==> config.mk <==
export PLATFORM = sky130hd
export DESIGN_NAME = reset_sequencer_flat
export DESIGN_NICKNAME = d
export VERILOG_FILES = /design/src/rtl/reset_sequencer_if.sv /design/src/rtl/reset_sequencer.sv /design/src/flat_wrapper.sv
export SDC_FILE = /design/constraint.sdc
export NUM_CORES = 1
export LEC_CHECK = 0
export BUFFER_PORTS_ARGS = -buffer_cell sky130_fd_sc_hd__buf_2
export CORE_AREA = 2 2 81 83
export CTS_CLUSTER_SIZE = 20
export DETAILED_ROUTE_END_ITERATION = 8
export DIE_AREA = 0 0 83 85
export HOLD_SLACK_MARGIN = 0.1
export MAX_ROUTING_LAYER = met4
export PLACE_DENSITY = 0.49
export SLEW_MARGIN = 15
export SYNTH_ARGS = -nofsm -noshare
export SYNTH_HDL_FRONTEND = slang
export SYNTH_SLANG_ARGS = --single-unit
==> constraint.sdc <==
create_clock -name iCLK -period 7.68 [get_ports iCLK]
set_clock_uncertainty 0.1 [all_clocks]
set_input_delay 1.92 -clock iCLK [delete_from_list [all_inputs] [get_ports iCLK]]
set_output_delay 1.92 -clock iCLK [all_outputs]
set_load 0.05 [all_outputs]
==> src/rtl/reset_sequencer_if.sv <==
// Control bus of the three-stage reset sequencer: restart/acknowledge in,
// per-stage releases and status out.
interface reset_sequencer_if;
    logic       iRESTART;
    logic [2:0] iACK;
    logic       oRST_0;
    logic       oRST_1;
    logic       oRST_2;
    logic       oDONE;
    logic       oFAULT;
    logic [1:0] oSTAGE;

    // Requester side: drives restart and stage acknowledges, observes status.
    modport master (
        output iRESTART, iACK,
        input  oRST_0, oRST_1, oRST_2, oDONE, oFAULT, oSTAGE
    );

    // Sequencer side.
    modport slave (
        input  iRESTART, iACK,
        output oRST_0, oRST_1, oRST_2, oDONE, oFAULT, oSTAGE
    );
endinterface

==> src/rtl/reset_sequencer.sv <==
// Three-stage reset sequencer. Each stage is released after a fixed delay and
// must acknowledge within a timeout; the next stage only starts once the
// previous one is acknowledged. A soft restart drains stages in reverse order
// from RUN, aborts an in-progress bring-up, or clears a fault.
module reset_sequencer #(
    parameter int unsigned      DLY_W     = 22,
    parameter logic [DLY_W-1:0] STAGE_DLY = DLY_W'(22'h0FFFFF),
    parameter logic [DLY_W-1:0] ACK_TO    = DLY_W'(22'h00FFFF)
) (
    input  logic             iCLK,
    input  logic             reset_reg_N,
    reset_sequencer_if.slave seqBus
);
    localparam logic [1:0] LAST_STG = 2'd2;

    typedef enum logic [2:0] {
        stWait  = 3'd0,
        stAckw  = 3'd1,
        stRun   = 3'd2,
        stDrain = 3'd3,
        stFault = 3'd4
    } stateT;

    stateT            state;
    logic [DLY_W-1:0] cnt;     // shared release-delay / acknowledge-timeout counter
    logic [1:0]       stg;     // stage currently being brought up or drained
    logic [2:0]       rstQ;    // per-stage release, bit k = stage k out of reset
    logic             doneQ;
    logic             faultQ;

    // Single FSM: state, counter, stage index and all outputs registered together.
    // The counter is compared before incrementing and is cleared on every
    // phase change, so it never wraps.
    always_ff @(posedge iCLK or negedge reset_reg_N) begin
        if (!reset_reg_N) begin
            state  <= stWait;
            cnt    <= '0;
            stg    <= '0;
            rstQ   <= '0;
            doneQ  <= 1'b0;
            faultQ <= 1'b0;
        end else begin
            case (state)
                stWait: begin
                    if (seqBus.iRESTART) begin
                        // abort bring-up and start over from stage 0
                        rstQ  <= '0;
                        stg   <= '0;
                        cnt   <= '0;
                        state <= stWait;
                    end else if (cnt == STAGE_DLY) begin
                        rstQ[stg] <= 1'b1;
                        cnt       <= '0;
                        state     <= stAckw;
                    end else begin
                        cnt <= cnt + 1'b1;
                    end
                end

                stAckw: begin
                    // restart outranks both the acknowledge and the timeout
                    if (seqBus.iRESTART) begin
                        rstQ  <= '0;
                        stg   <= '0;
                        cnt   <= '0;
                        state <= stWait;
                    end else if (seqBus.iACK[stg]) begin
                        cnt <= '0;
                        if (stg == LAST_STG) begin
                            doneQ <= 1'b1;
                            state <= stRun;
                        end else begin
                            stg   <= stg + 2'd1;
                            state <= stWait;
                        end
                    end else if (cnt == ACK_TO) begin
                        rstQ   <= '0;
                        faultQ <= 1'b1;
                        state  <= stFault;
                    end else begin
                        cnt <= cnt + 1'b1;
                    end
                end

                stRun: begin
                    if (seqBus.iRESTART) begin
                        // last stage drops here; the rest drain one per edge
                        doneQ   <= 1'b0;
                        rstQ[2] <= 1'b0;
                        stg     <= 2'd1;
                        state   <= stDrain;
                    end else if (!(&seqBus.iACK)) begin
                        // a stage lost its ready after bring-up completed
                        rstQ   <= '0;
                        doneQ  <= 1'b0;
                        faultQ <= 1'b1;
                        state  <= stFault;
                    end
                end

                stDrain: begin
                    // restart requests are ignored while draining
                    rstQ[stg] <= 1'b0;
                    if (stg == 2'd0) begin
                        cnt   <= '0;
                        state <= stWait;
                    end else begin
                        stg <= stg - 2'd1;
                    end
                end

                stFault: begin
                    // outputs frozen until software requests a restart
                    if (seqBus.iRESTART) begin
                        faultQ <= 1'b0;
                        stg    <= '0;
                        cnt    <= '0;
                        state  <= stWait;
                    end
                end

                default: begin
                    state  <= stWait;
                    cnt    <= '0;
                    stg    <= '0;
                    rstQ   <= '0;
                    doneQ  <= 1'b0;
                    faultQ <= 1'b0;
                end
            endcase
        end
    end

    assign seqBus.oRST_0 = rstQ[0];
    assign seqBus.oRST_1 = rstQ[1];
    assign seqBus.oRST_2 = rstQ[2];
    assign seqBus.oDONE  = doneQ;
    assign seqBus.oFAULT = faultQ;
    assign seqBus.oSTAGE = stg;
endmodule

==> src/flat_wrapper.sv <==
// flat-port wrapper written by rule: the top's interface ports become plain ports
module reset_sequencer_flat 
#(
    parameter int unsigned      DLY_W     = 22,
    parameter logic [DLY_W-1:0] STAGE_DLY = DLY_W'(22'h0FFFFF),
    parameter logic [DLY_W-1:0] ACK_TO    = DLY_W'(22'h00FFFF)
)
  (iCLK, reset_reg_N, seqBus_iRESTART, seqBus_iACK, seqBus_oRST_0, seqBus_oRST_1, seqBus_oRST_2, seqBus_oDONE, seqBus_oFAULT, seqBus_oSTAGE);
  reset_sequencer_if seqBus_i ();
  input  logic iCLK;
  input  logic reset_reg_N;
  input wire logic [$bits(seqBus_i.iRESTART)-1:0] seqBus_iRESTART;
  input wire logic [$bits(seqBus_i.iACK)-1:0] seqBus_iACK;
  output wire logic [$bits(seqBus_i.oRST_0)-1:0] seqBus_oRST_0;
  output wire logic [$bits(seqBus_i.oRST_1)-1:0] seqBus_oRST_1;
  output wire logic [$bits(seqBus_i.oRST_2)-1:0] seqBus_oRST_2;
  output wire logic [$bits(seqBus_i.oDONE)-1:0] seqBus_oDONE;
  output wire logic [$bits(seqBus_i.oFAULT)-1:0] seqBus_oFAULT;
  output wire logic [$bits(seqBus_i.oSTAGE)-1:0] seqBus_oSTAGE;
  assign seqBus_i.iRESTART = seqBus_iRESTART;
  assign seqBus_i.iACK = seqBus_iACK;
  assign seqBus_oRST_0 = seqBus_i.oRST_0;
  assign seqBus_oRST_1 = seqBus_i.oRST_1;
  assign seqBus_oRST_2 = seqBus_i.oRST_2;
  assign seqBus_oDONE = seqBus_i.oDONE;
  assign seqBus_oFAULT = seqBus_i.oFAULT;
  assign seqBus_oSTAGE = seqBus_i.oSTAGE;
  reset_sequencer #(.DLY_W(DLY_W), .STAGE_DLY(STAGE_DLY), .ACK_TO(ACK_TO)) u_core (.iCLK(iCLK), .reset_reg_N(reset_reg_N), .seqBus(seqBus_i));
endmodule
==> flow_summary.yaml <==
yosys:
  synth_cell_types: 52
  synth_top_area_share_pct: 38.3
  yosysTopAreaCell: "dfrtp_1"
  syn_nets: 253
  synth_edf_count: 0
  avgSynthCellArea_sq_um: 8.59
  yosys-top-cells-area: "dfrtp_1 (38%), o21ai_1 (5.0%), a21oi_1 (4.6%)"
  synth_cells: 243
  ys_seq_area_share_pct: 38.3
  synth_warnings: 0
  ys_ff_latch: 32
  netlist_area_sq_um: 2090
  async_reset_ff_share_pct: 100
  synth_ff_type: "dfrtp_1"
routing:
  routed_via_density: 5.64
  drt_first_pass_iters: 5
  post_drt_wl_per_cell_um: 15.5
  drc: 0
  ant_nets: 0
  drt-total-wl_mm: 5.11
  vias: 1857
  drt_iter0_drc: 112
timing:
  layout_min_cycle_time_ns: 3.86
  finalSetupViolCount: 0
  holdWs_ns: 0.399
  hold_viol: 0
  worst_pin_slew_ns: 0.834
  fin_crit_sh_pct: 50.2
  slew_headroom_pct: 43.7
  final_max_slew_viol_count: 0
  rsz0062_at_grt: "false"
  final.setup.tns_ns: 0
  max_freq_mhz: 259
final_layout:
  area_delta_synth_final_pct: 10.2
  nets: 261
  antenna_cells: 0
  drive_above_1_share_pct: 12.7
grt:
  grt_overflow: 0
  grt_pass1_vias: 1788
  antenna_found_initial: 0
  grt_pass1_wl_mm: 9.03
  grt_use_total_pct: 16.2
  grt_max_degree: 33
critical_path:
  crit_family: "compound AO/OA/AOI/OAI gates"
  crit_path_cell_trace: "buf_2 > nor4b_2 > o211ai_1 > buf_4 > o31ai_2 > buf_4 > o21bai_1 > a21o_1"
  critical_path.max_stage_delay_ns: 0.65
  critPathSlowestCell: "o31ai_2"
  required_ns: 7.82
  startpoint_type: "primary input"
  end_kind: "flip-flop"
  cp_max_fo: 17
  critPathKind: "in -> reg"
  path_buf_inv: 3
  worst_path_most_repeated_cell: "buf_4"
  arrival_ns: 3.99
floorplan:
  start_util_pct: 33.7
  die_y_um: 85
  die_w_um: 83
  io_pins: 13
  die_area_sq_um: 7060
  rows: 29
  coreArea_sq_um: 6200
clock_tree:
  clock-root-buffer: "clkbuf_8"
  htreeDepth: 2
  clkLatencyLatePin_ns: 0.29
  cts_setup_buffers: 0
  cts_tree: "yes"
  ctsHoldBuffers: 0
  clockBufferDepth: 2
  cts_buffers: 5
  clkTransAtPathRegs_ns: 0.08
  clock-sinks: 32
  cts_resized: 0
placed_design:
  place_hpwl_mm: 3.54
  gp_congestion: 0.877
  portBuffers: 12
power_and_ir_drop:
  p_leak_nw: 0.958
  powerDensity_nw_per_um2: 265
  p_int_mw: 0.364
  p_comb_share_pct: 37.6
  ir_drop_mv: 0.108
  power_frac_clock_pct: 27.0
  power.switching_mw: 0.247
  switching_share_pct: 40.5
  p_seq_share_pct: 35.3
job:
  max-cap-violations: 0
worst_hold_path:
  hp-class: "reg -> reg"
outcome:
  status: "complete, no violations"
synthesized netlist by cell type, drive strengths merged (2+ instances only):
| cell | instances |
|---|---|
| or2 | 2 |
| ha | 4 |
| buf | 7 |
| nor2b | 4 |
| nor4 | 5 |
| o21ai | 33 |
| inv | 8 |
| o21bai | 2 |
| nand2 | 21 |
| dfrtp | 32 |
| a21oi | 19 |
| o41ai | 3 |
| or3 | 2 |
| nor2 | 14 |
| a21o | 9 |
| nand4 | 3 |
| nand3 | 16 |
| clkbuf | 6 |
| nor3 | 6 |
| and3 | 5 |
| a2bb2oi | 2 |
| o311ai | 4 |
| o211ai | 4 |
| mux2i | 3 |
| o31ai | 8 |
| or4 | 2 |
| nand2b | 4 |
layout make-up:
class / count / area (sq um)
tap: 77 / 96.3
sequential: 32 / 801
timing repair buffer: 14 / 75.1
fill: 649 / 3900
clock inverter: 3 / 42.5
multi-input combinational: 190 / 1190
clock buffer: 5 / 68.8
inverter: 8 / 30.0
power by group through the flow:
stage | sequential [mW] | clock [mW] | combinational (mW)
detailed placement | 0.219 | 0 | 0.231
floorplan | 0.227 | 0 | 0.175
global placement | 0.219 | 0 | 0.233
global route | 0.221 | 0.178 | 0.257
finish | 0.216 | 0.165 | 0.230
CTS | 0.215 | 0.170 | 0.232
layer usage:
| metal | global-route usage [%] | vias up | part of all wire (%) |
|---|---|---|---|
| met5 | - | - | 0 |
| met4 | 4.02 | 0 | 0.57 |
| met3 | 3.60 | 2 | 3.2 |
| met2 | 25.3 | 36 | 47 |
| met1 | 21.5 | 889 | 50 |
| li1 | - | 930 | - |
cell usage in the layout (no fill, tap or decap), types with 2 or more instances in the layout:
cell type / n
a21o_1: 9
a21oi_1: 19
a2bb2oi_1: 2
and3_1: 5
buf_2: 12
buf_4: 2
clkbuf_8: 5
dfrtp_1: 32
ha_1: 4
inv_1: 8
mux2i_1: 3
nand2_1: 20
nand2b_1: 4
nand3_1: 15
nand4_1: 3
nor2_1: 13
nor2b_1: 4
nor3_1: 6
nor4_1: 5
o211ai_1: 4
o21ai_0: 12
o21ai_1: 21
o21bai_1: 2
o311ai_1: 3
o31ai_1: 6
o41ai_1: 3
or2_2: 2
or3_1: 2
or4_1: 2
cells by family (layout without fill, tap and decap cells):
kind of cell | after synthesis | in the layout | share of synthesized area, %
compound gates | 94 | 94 | 30.0
xor+xnor | 1 | 1 | 0.419
fa+ha+maj | 4 | 4 | 2.40
buf+inv | 21 | 30 | 4.73
flops | 32 | 32 | 38.3
mux | 3 | 3 | 1.44
simple gates | 88 | 88 | 22.7
sequential cells by signal, summed over array words and instances, names as in the netlist:
name                  cells
u_core.seqBus.oDONE       1
u_core.rstQ               3
u_core.seqBus.oSTAGE      2
u_core.seqBus.oFAULT      1
u_core.state              3
u_core.cnt               22
stage by stage:
step                      instances  power [mW]  cell area, sq um  utilization [%]  setup WS [ns]
final                           329       0.611              2300             37.1           3.82
after global routing            329       0.655              2300             37.1           3.63
after CTS                       329       0.617              2300             37.1           3.83
after detailed placement        321       0.450              2190             35.3           3.53
after global placement          321       0.452              2190             35.3           3.55
after floorplan                 243       0.402              2090                -           4.03
worst paths after layout:
check                                start                 endpoint  slack (ns)  cells past startpoint
setup reg to reg             u_core.cnt[0]           u_core.cnt[16]        4.72                      7
hold / removal               u_core.cnt[6]            u_core.cnt[6]        0.40                      1
min in group asynchronous      reset_reg_N  u_core.seqBus.oSTAGE[0]        1.59                      1
setup / recovery           seqBus_iRESTART           u_core.cnt[20]        3.82                      8
max in group asynchronous      reset_reg_N            u_core.cnt[4]        5.42                      1
hold reg to reg              u_core.cnt[6]            u_core.cnt[6]        0.40                      1
(Power assumes the default switching activity.)
